[src/rtl/seven_seg_scan_ctrl.sv]
// Scan controller for a multi-digit common-anode 7-segment display sharing one code decoder.
// Optional leading-zero blanking is enabled by defining SEVEN_SEG_LZB_EN.
module seven_seg_scan_ctrl #(
   parameter int NUM_DIGITS   = 4,
   parameter int REFRESH_DIV  = 100000,
   parameter int BLANK_CYCLES = 1000
) (
   input  logic                      clk,
   input  logic                      rst_n,
   input  logic [3*NUM_DIGITS-1:0]   digit_data,
   input  logic [NUM_DIGITS-1:0]     digit_en,
   input  logic                      load,
   output logic [2:0]                cntr,
   output logic [NUM_DIGITS-1:0]     anode,
   output logic                      frame_start,
   output logic                      busy_update
);

   localparam int CNT_MAX = (REFRESH_DIV > BLANK_CYCLES) ? REFRESH_DIV : BLANK_CYCLES;
   localparam int CNT_W   = (CNT_MAX > 1) ? $clog2(CNT_MAX) : 1;
   localparam int IDX_W   = $clog2(NUM_DIGITS);

   localparam logic [CNT_W-1:0] SHOW_LAST = CNT_W'(REFRESH_DIV - 1);
   localparam logic [CNT_W-1:0] GAP_LAST  = CNT_W'((BLANK_CYCLES > 0) ? BLANK_CYCLES - 1 : 0);
   localparam logic [IDX_W-1:0] IDX_LAST  = IDX_W'(NUM_DIGITS - 1);
   localparam logic [NUM_DIGITS-1:0] ALL_OFF = {NUM_DIGITS{1'b1}};

   typedef enum logic {
      GAP  = 1'b0,
      SHOW = 1'b1
   } state_t;

   state_t                    state, state_nxt;
   logic [CNT_W-1:0]          cnt, cnt_nxt;
   logic [IDX_W-1:0]          idx, idx_nxt;
   logic [2:0]                cntr_nxt;
   logic [NUM_DIGITS-1:0]     anode_nxt;
   logic                      fs_nxt, busy_nxt, enter_show;
   logic [3*NUM_DIGITS-1:0]   shadow_code, shadow_code_nxt, pend_code, pend_code_nxt;
   logic [NUM_DIGITS-1:0]     shadow_en, shadow_en_nxt, pend_en, pend_en_nxt;
   logic [NUM_DIGITS-1:0]     lit;

`ifdef SEVEN_SEG_LZB_EN
   // A zero digit stays dark while every enabled digit above it is also zero.
   function automatic logic [NUM_DIGITS-1:0] lzb_mask(input logic [3*NUM_DIGITS-1:0] codes,
                                                       input logic [NUM_DIGITS-1:0]   en);
      logic                  seen;
      logic [NUM_DIGITS-1:0] m;
      seen = 1'b0;
      m    = '0;
      for (int i = NUM_DIGITS - 1; i >= 0; i--) begin
         if (en[i] && (codes[3*i +: 3] != 3'd0))
            seen = 1'b1;
         m[i] = en[i] && (seen || (i == 0));
      end
      return m;
   endfunction
`endif

   always_comb begin
      state_nxt       = state;
      cnt_nxt         = cnt + 1'b1;
      idx_nxt         = idx;
      cntr_nxt        = cntr;
      anode_nxt       = ALL_OFF;
      fs_nxt          = 1'b0;
      busy_nxt        = busy_update;
      shadow_code_nxt = shadow_code;
      shadow_en_nxt   = shadow_en;
      pend_code_nxt   = pend_code;
      pend_en_nxt     = pend_en;
      enter_show      = 1'b0;
      lit             = '0;

      case (state)
         GAP: begin
            if ((BLANK_CYCLES == 0) || (cnt == GAP_LAST))
               enter_show = 1'b1;
         end
         SHOW: begin
            if (cnt == SHOW_LAST) begin
               if (BLANK_CYCLES == 0) begin
                  enter_show = 1'b1;
               end else begin
                  state_nxt = GAP;
                  cnt_nxt   = '0;
               end
            end
         end
         default: begin
            state_nxt = GAP;
            cnt_nxt   = '0;
         end
      endcase

      if (enter_show) begin
         state_nxt = SHOW;
         cnt_nxt   = '0;
         idx_nxt   = (idx == IDX_LAST) ? '0 : idx + 1'b1;
         // Frame boundary: swap in new data so it shows in this very slot.
         if (idx == IDX_LAST) begin
            fs_nxt = 1'b1;
            if (load || busy_update) begin
               shadow_code_nxt = load ? digit_data : pend_code;
               shadow_en_nxt   = load ? digit_en   : pend_en;
               busy_nxt        = 1'b0;
            end
         end
      end

      if (load && !fs_nxt) begin
         pend_code_nxt = digit_data;
         pend_en_nxt   = digit_en;
         busy_nxt      = 1'b1;
      end

`ifdef SEVEN_SEG_LZB_EN
      lit = lzb_mask(shadow_code_nxt, shadow_en_nxt);
`else
      lit = shadow_en_nxt;
`endif

      // A disabled digit still consumes its slot, keeping duty constant.
      if (state_nxt == SHOW) begin
         if (lit[idx_nxt])
            anode_nxt[idx_nxt] = 1'b0;
         cntr_nxt = shadow_code_nxt[3*idx_nxt +: 3];
      end
   end

   always_ff @(posedge clk or negedge rst_n) begin
      if (!rst_n) begin
         state       <= GAP;
         cnt         <= '0;
         idx         <= IDX_LAST;
         cntr        <= 3'd0;
         anode       <= ALL_OFF;
         frame_start <= 1'b0;
         busy_update <= 1'b0;
         shadow_code <= '0;
         shadow_en   <= '0;
         pend_code   <= '0;
         pend_en     <= '0;
      end else begin
         state       <= state_nxt;
         cnt         <= cnt_nxt;
         idx         <= idx_nxt;
         cntr        <= cntr_nxt;
         anode       <= anode_nxt;
         frame_start <= fs_nxt;
         busy_update <= busy_nxt;
         shadow_code <= shadow_code_nxt;
         shadow_en   <= shadow_en_nxt;
         pend_code   <= pend_code_nxt;
         pend_en     <= pend_en_nxt;
      end
   end

endmodule

[config.mk]
export PLATFORM = sky130hd
export DESIGN_NAME = seven_seg_scan_ctrl
export DESIGN_NICKNAME = d
export VERILOG_FILES = /design/src/rtl/seven_seg_scan_ctrl.sv
export SDC_FILE = /design/constraint.sdc
export NUM_CORES = 1
export LEC_CHECK = 0
export CORE_MARGIN = 3
export CORE_UTILIZATION = 45
export CTS_CLUSTER_DIAMETER = 200
export DETAILED_ROUTE_END_ITERATION = 10
export GPL_TIMING_DRIVEN = 0
export PLACE_DENSITY = 0.65
export SLEW_MARGIN = 10
export SYNTH_ARGS = -nofsm -noshare
export SYNTH_HDL_FRONTEND = slang
export SYNTH_SLANG_ARGS = --single-unit
[constraint.sdc]
create_clock -name clk -period 6 [get_ports clk]
set_clock_uncertainty 0.05 [all_clocks]
set_input_delay 1.2 -clock clk [delete_from_list [all_inputs] [get_ports clk]]
set_output_delay 1.2 -clock clk [all_outputs]
set_load 0.05 [all_outputs]
# [Word-level counts from Yosys, hierarchy flattened]
# Index checks and enable logic that the tools add are counted.
[classes] n_addsub=2 shifts=1 magnitude_cmp=2 reduce_logical=8 eq_ne=3 mul=1 n_mux=30 bitwise=1
[op_table] op="$mux W17" count=3
[op_table] op="$mux W12" count=4
[op_table] op="$mux W4" count=6
[op_table] op="$add A17 B1 Y17 const B" count=1
[op_table] op="$eq A17 B10 Y1 const B" count=1
[op_table] op="$eq A17 B17 Y1 const B" count=1
[op_table] op="$mux W1" count=13
[op_table] op="$shiftx A12 B5 Y3" count=1
[op_table] op="$reduce_bool A2 Y1" count=3
[op_table] op="$mul A2 B2 Y4 const A" count=1
[op_table] op="$mux W2" count=2
[op_table] op="$not A4 Y4" count=1
[op_table] op="$lt A2 B3 Y1 const B" count=1
[op_table] op="$reduce_and A3 Y1" count=1
[op_table] op="$add A2 B1 Y2 const B" count=1
[op_table] op="$bmux W1 S2" count=1
[op_table] op="$demux W1 S2" count=1
[op_table] op="$eq A2 B2 Y1 const B" count=1
[op_table] op="$ge A2 B1 Y1 const B" count=1
[op_table] op="$logic_and A1 B1 Y1" count=2
[op_table] op="$logic_not A1 Y1" count=1
[op_table] op="$logic_or A1 B1 Y1" count=1
[word_totals] output_inout_bits=9 wordCells=59 in_bits=19 regBits=61

# [Logic depth before layout (Yosys ltp)]
# Gate-level depths: netlist of the first run.
[logic_depth] depth_word=11 ltp_mapped=8 mapped_depth_nobuf=7

# [Worst setup path after synthesis of the first run]
# No wires, ideal clock.
[synth_timing] kind="in2reg" startpoint="in load" endpoint="reg cntr[2]" setup_ns=0.082 t_arrival_ns=2.618 slack_ns=3.251 t_required_ns=5.868 path_stages=8 path_cell_list="buf_2 -> nor2_1 -> or3b_1 -> buf_2 -> nor3_1 -> a21oi_1 -> o22a_1 -> a31oi_1"
[synth_via] elab_chain_len=5 word_cells_on_any_way=6
[synth_rtl] element="start: declaration" line="12" source="input logic load,"
[synth_rtl] element="$mux W12 or $logic_or A1 B1 Y1 (tied branches)" line="104, 103"
[synth_rtl] element="$mux W12 (*)" line="103" source="if (load || busy_update) begin"
[synth_rtl] element="$mux W12 (*)" line="101" source="if (idx == IDX_LAST) begin"
[synth_rtl] element="$mux W12 (*)" line="96" source="if (enter_show) begin"
[synth_rtl] element="$shiftx A12 B5 Y3 (*)" line="127" source="cntr_nxt = shadow_code_nxt[3*idx_nxt +: 3];"
[synth_rtl] element="end signal: assignment" line="148" source="cntr <= cntr_nxt;"
[synth_rtl] element="end: declaration" line="13" source="output logic [2:0] cntr,"
# Mark *: on every way between the ends. The rest lies on a longest branch, timed or not.
# A chain may end at the register's enable or synchronous reset.

# [Worst setup path in the final report of the first run]
[layout_timing] startpoint="reg anode[3]" endpoint="out anode[3]"
[layout_lines] element="start: declaration" line="14" source="output logic [NUM_DIGITS-1:0] anode,"
[layout_lines] element="start signal: assignment" line="149" source="anode <= anode_nxt;"
# No word-level cell between the ends.

==> flow_metrics.tcl, run 1 <==
set metrics [dict create \
    wirelength_um 5680 \
    drt_iter0_drc 99 \
    synth-async-reset-ratio_pct 100 \
    slew_violations 0 \
    hp-class "flop to flop" \
    cp.required_ns 4.75 \
    crit_chain "clkdlybuf4s50_1" \
    clock_latency_ns 0.33 \
    cts-root-buf "clkbuf_8" \
    cellPowerDensity_nw_per_um2 251 \
    cts.clk_slew.worst_paths_ns 0.07 \
    ios 28 \
    finalHoldViolCount 0 \
    avgRoutedWirePerCell_um 14.8 \
    cts_hold_buf 0 \
    synth_compound_area_share_pct 7.83 \
    grt_usage_pct 17.1 \
    ys_types 43 \
    synth.mux.area_fraction_pct 12.5 \
    coreArea_um2 6130 \
    fmax_ghz 0.346 \
    grt-ovfl-total 0 \
    cap_violations 0 \
    syn_avg_cell_area_um2 11.0 \
    power_leakage_nw 1.55 \
    cts_resized 0 \
    ir_drop_v 0.000148 \
    seq_area_frac_synth_pct 52.2 \
    critPathLaunchType "flop" \
    ant_nets 0 \
    cp_top_family "buffers and inverters" \
    cp_slowest_cell "clkdlybuf4s50_1" \
    yosys.area_share.simple_pct 17.9 \
    synth_top_flop_cell "dfrtp_1" \
    cts_made_buffers 9 \
    crit_start "anode[3]$_DFF_PN1_" \
    cp_num_buf_inv 1 \
    grt_max_degree 62 \
    grt_pass1_vias 2068 \
    critPathMaxFanout 1 \
    syn_nets 288 \
    clk_path_buf_depth 2 \
    syn_to_final_growth_pct 19.6 \
    start_util_pct 48.0 \
    synth_top_family_by_area "simple AND/OR/NAND/NOR gates" \
    die-area_um2 7540 \
    chipWidth_um 86.8 \
    rsz0062_at_grt "no" \
    netlist_area_um2 2940 \
    tightest_slew_ns 0.751 \
    post_cts_buffers 0 \
    routed_via_density 5.32 \
    fin_crit_ns 2.89 \
    drive_gt1_share_pct 14.6 \
    vias 2042 \
    first_pass_iters 4 \
    instances_no_fill 384 \
    setup_viol 0 \
    whs_ns 0.425 \
    placed_cell_area_um2 3290 \
    synthAdderAreaFrac_pct 0.851 \
    antenna_found_initial 0 \
    design_area_um2 3520 \
    reg2reg_from "cnt[11]$_DFF_PN0_" \
    min-delay-start "shadow_code[4]$_DFF_PN0_" \
    h-tree-depth 3 \
    dp_hpwl_um 4020 \
    tritoncts "yes" \
    end_kind "output pin" \
    yosysWarningCount 0 \
    synth_edf_count 0 \
    arrival_ns 1.64 \
    num_rows 28 \
    syn_inst 267 \
    grt_first_pass_wirelength_um 9870 \
    io_buffers 26 \
    num_antenna_cells 0 \
    numClockSinks 61 \
    synthXorXnorAreaFrac_pct 4.47 \
    max-slew-margin-rel_pct 49.9 \
    fillers 532 \
    final.period_utilization_pct 48.1 \
    synth-seq-cells 61 \
    critical_path_class "flop to output pin" \
    die_y_um 86.8 \
    place_inst 368 \
    tns_ns 0 \
    critPathMaxStageDelay_ns 0.79 \
    nets 325 \
    drc_errors 0 \
    status "finished clean" \
    gp_congestion 0.832 \
]
==> layer usage <==
layer / vias up / global-route usage [%] / share of wire, %
met1: 978 / 25.4 / 52
met2: 38 / 22.9 / 42
li1: 1017 / - / -
met3: 9 / 4.66 / 4.0
met5: - / 0 / 0
met4: 0 / 8.07 / 1.7
==> stage by stage <==
step | utilization, % | setup slack [ns] | power (mW)
6_report | 57.4 | 3.11 | 0.884
5_1_grt | 57.4 | 3.06 | 0.921
4_1_cts | 57.4 | 3.09 | 0.895
3_5_place_dp | 53.7 | 2.88 | 0.483
3_3_place_gp | 53.7 | 1.69 | 0.482
2_1_floorplan | - | 3.25 | 0.457
==> power breakdown <==
part	leakage [nW]	internal [mW]	switching, mW	total (mW)
Combinational	0.670	0.0254	0.0220	0.0474
Clock	0.116	0.255	0.155	0.410
Sequential	0.759	0.422	0.00475	0.427
Total	1.55	0.703	0.181	0.884
==> sequential cells by signal, indices dropped and copies added, names as in the netlist <==
signal       count
cnt             17
pend_code       12
shadow_code     12
anode            4
pend_en          4
shadow_en        4
cntr             3
idx              2
busy_update      1
frame_start      1
state            1
==> worst paths after layout <==
path                                       endpoint  slack [ns]  depth (start not counted)
min                        shadow_code[4]$_DFF_PN0_        0.43                          2
max reg2reg                     cntr[1]$_DFFE_PN0N_        3.54                          7
max in group asynchronous  shadow_code[1]$_DFF_PN0_        4.52                          1
min in group asynchronous  pend_code[9]$_DFFE_PN0P_        0.89                          1
max                                        anode[3]        3.11                          1
min reg2reg                shadow_code[4]$_DFF_PN0_        0.43                          2
==> synthesized netlist by cell type, drive strengths merged, types with 6 or more instances <==
| cell | number | area (um^2) |
|---|---|---|
| a21oi | 8 | 40.0 |
| buf | 8 | 61.3 |
| dfrtp | 55 | 1380 |
| dfstp | 6 | 158 |
| inv | 13 | 48.8 |
| mux2 | 22 | 248 |
| mux2i | 12 | 120 |
| nand2 | 17 | 66.3 |
| nand3 | 13 | 65.1 |
| nand4 | 7 | 58.8 |
| nor2 | 22 | 82.6 |
| nor3 | 12 | 60.1 |
| o21ai | 17 | 85.1 |
| xnor2 | 9 | 78.8 |
| xor2 | 6 | 52.6 |
==> cells by family (layout without fill, tap and decap cells) <==
kind of cell / count (synthesis) / after routing
compound gates: 39 / 39
xor+xnor: 15 / 15
fa+ha+maj: 2 / 2
buf+inv: 25 / 67
flops: 61 / 61
mux: 34 / 34
simple gates: 91 / 91
==> cell type report <==
class / count / area [um^2] / area share [%]
multi-input cells: 181 / 1280 / 36.4
inverters: 13 / 48.8 / 1.39
flip-flops and latches: 61 / 1530 / 43.6
well taps: 75 / 93.8 / 2.67
plain buffers: 12 / 76.3 / 2.17
repair buffers: 26 / 258 / 7.33
clock inverters: 4 / 70.1 / 1.99
clock buffers: 12 / 155 / 4.41
==> layout by cell type (no fill, tap or decap), types with 8 or more instances in the layout <==
master and instances:
dfrtp_1 55, clkdlybuf4s50_1 25, nor2_1 22, nand2_1 16, mux2_1 16, nand3_1 13
inv_1 13, nor3_1 12, mux2i_1 12, o21ai_1 12, clkbuf_8 11, xnor2_1 9
a21oi_1 8
Power figures use the tool's default switching activity.
==> run 2: changes to the inputs <==
==> constraint.sdc (replaced) <==
create_clock -name clk -period 2.8 [get_ports clk]
set_clock_uncertainty 0.05 [all_clocks]
set_input_delay 0.56 -clock clk [delete_from_list [all_inputs] [get_ports clk]]
set_output_delay 0.56 -clock clk [all_outputs]
set_load 0.05 [all_outputs]
==> results of run 2 <==
The final DEF is identical to that of run 1. Status: finished clean.
Main changes from that run: setup slack after placement 2.88 ns -> 0.316 ns; setup slack after layout 3.11 ns -> 0.340 ns; hold slack 0.425 ns -> 0.254 ns; start point of the critical path anode[3]$_DFF_PN1_ -> cnt[11]$_DFF_PN0_; end point of the critical path anode[3] -> cntr[1]$_DFFE_PN0N_; register-to-register setup slack 3.54 ns -> 0.34 ns; total power 0.884 mW -> 1.90 mW; worst IR drop on VDD 0.000148 V -> 0.000317 V
==> run 3: changes to the inputs <==
--- a/config.mk
+++ b/config.mk
@@ -11,7 +11,7 @@
 export DETAILED_ROUTE_END_ITERATION = 10
 export GPL_TIMING_DRIVEN = 0
 export PLACE_DENSITY = 0.65
-export SLEW_MARGIN = 10
+export SLEW_MARGIN = 20
 export SYNTH_ARGS = -nofsm -noshare
 export SYNTH_HDL_FRONTEND = slang
 export SYNTH_SLANG_ARGS = --single-unit
==> run 3 against run 2 <==
Die area stayed put; utilization is essentially flat; total power shrank 4.8%.
==> flow_metrics.tcl, run 3 (synthesized netlist as in run 1, its figures left out) <==
set metrics [dict create \
    tritoncts "yes" \
    grt-ovfl-total 0 \
    r2r_slack_ns 0.34 \
    fin_util_pct 57.4 \
    grt_usage_pct 17.1 \
    power_leakage_nw 1.54 \
    post_cts_buffers 0 \
    crit_start "cnt[11]$_DFF_PN0_" \
    placed_cell_area_um2 3320 \
    tightest_slew_ns 0.529 \
    tns_ns 0 \
    cap_violations 0 \
    avgRoutedWirePerCell_um 15.0 \
    grt_pass1_vias 2019 \
    place_inst 369 \
    p_comb_share_pct 5.9 \
    switching_power_uw 409 \
    hp-class "input port to asynchronous set/reset pin" \
    largest_register_ffs 17 \
    first_pass_iters 4 \
    dp_slack_ns 0.304 \
    design_area_um2 3520 \
    grt_max_degree 45 \
    cp-endpoint "cntr[0]$_DFFE_PN0N_" \
    instances_no_fill 385 \
    numClockSinks 61 \
    start_util_pct 48.0 \
    dp_hpwl_um 4130 \
    setup_viol 0 \
    rr_worst_depth 7 \
    num_antenna_cells 0 \
    max_flop_register "cnt" \
    die_y_um 86.8 \
    arrival_ns 2.67 \
    grt_first_pass_wirelength_um 9870 \
    whs_ns 0.0419 \
    gp_congestion 0.832 \
    cts_hold_buf 0 \
    clockPowerShare_pct 43.4 \
    final_cell_mix "55 x dfrtp_1, 25 x clkdlybuf4s50_1, 22 x nor2_1" \
    routed_via_density 5.31 \
    rsz0062_at_grt "no" \
    drt_iter0_drc 92 \
    coreArea_um2 6130 \
    h-tree-depth 3 \
    io_buffers 26 \
    fillers 547 \
    slew_violations 0 \
    syn_to_final_growth_pct 19.7 \
    final_common_cell "dfrtp_1" \
    drive_gt1_share_pct 15.2 \
    status "finished clean" \
    cellPowerDensity_nw_per_um2 512 \
    wirelength_um 5760 \
    cp.required_ns 3.01 \
    cts_made_buffers 9 \
    setup_ws_ns 0.340 \
    p_seq_share_pct 50.7 \
    end_kind "flop" \
    reg2reg_from "cnt[11]$_DFF_PN0_" \
    cts.clk_slew.worst_paths_ns 0.08 \
    clock_latency_ns 0.33 \
    cts-root-buf "clkbuf_8" \
    finalHoldViolCount 0 \
    fin_crit_ns 2.46 \
    p_int_mw 1.39 \
    ios 28 \
    max-slew-margin-rel_pct 64.6 \
    timing.rr.end "cntr[0]$_DFFE_PN0N_" \
    final.period_utilization_pct 87.8 \
    cts_resized 0 \
    drc_errors 0 \
    clk_path_buf_depth 2 \
    chipWidth_um 86.8 \
    die-area_um2 7540 \
    p_total_mw 1.80 \
    num_rows 28 \
    critical_path_class "flop to flop" \
    ant_nets 0 \
    switching_share_pct 22.7 \
    reg_top3 "cnt x17, pend_code x12, shadow_code x12" \
    critPathLaunchType "flop" \
    vias 2043 \
    ir_drop_v 0.000311 \
    fmax_ghz 0.407 \
    critPathMaxFanout 10 \
    nets 326 \
    antenna_found_initial 0 \
]
run 3: cell types whose count changed in the layout (fill, tap and decap cells not counted):
cell        delta
clkbuf_1       -1
buf_16         +1
clkbuf_8       -1
clkinvlp_4     +3
bufinv_16      -1
run 3: cell type report:
class / count / area (um^2) / area share (%)
well taps: 75 / 93.8 / 2.67
repair buffers: 27 / 285 / 8.11
clock buffers: 10 / 138 / 3.91
flip-flops and latches: 61 / 1530 / 43.6
plain buffers: 12 / 76.3 / 2.17
clock inverters: 6 / 62.6 / 1.78
inverters: 13 / 48.8 / 1.39
multi-input cells: 181 / 1280 / 36.4
run 3: how the worst min path moves through the flow:
stage	endpoint	slack, ns	cells after the start
floorplan	busy_update$_DFFE_PN0P_	0.21	0
global placement	shadow_code[4]$_DFF_PN0_	0.40	2
detailed placement	pend_code[5]$_DFFE_PN0P_	0.41	1
CTS	shadow_code[3]$_DFF_PN0_	0.04	1
global route	shadow_code[3]$_DFF_PN0_	0.04	1
finish	shadow_code[3]$_DFF_PN0_	0.04	1
run 3: power by group through the flow:
stage | sequential, mW | clock (mW) | combinational, mW
floorplan | 0.929 | 0 | 0.0504
global placement | 0.930 | 0 | 0.103
detailed placement | 0.931 | 0 | 0.109
CTS | 0.915 | 0.802 | 0.110
global route | 0.917 | 0.845 | 0.118
finish | 0.915 | 0.783 | 0.106
run 3: per-layer routing:
metal  up-vias  global-route usage, %  wire length [um]
li1       1025                      -                 -
met1       980                   25.4              2980
met2        30                   24.2              2470
met3         8                   3.80               228
met4         0                   6.80                84
met5         -                      0                 0
run 3: worst max-delay path: stages (launching register included):
cell and delay (ns):
dfrtp_1 0.43, nor4_4 0.40, and4_4 0.31, buf_6 0.14, and2b_4 0.17, mux2i_1 0.44
o21ai_0 0.24, a31oi_1 0.20
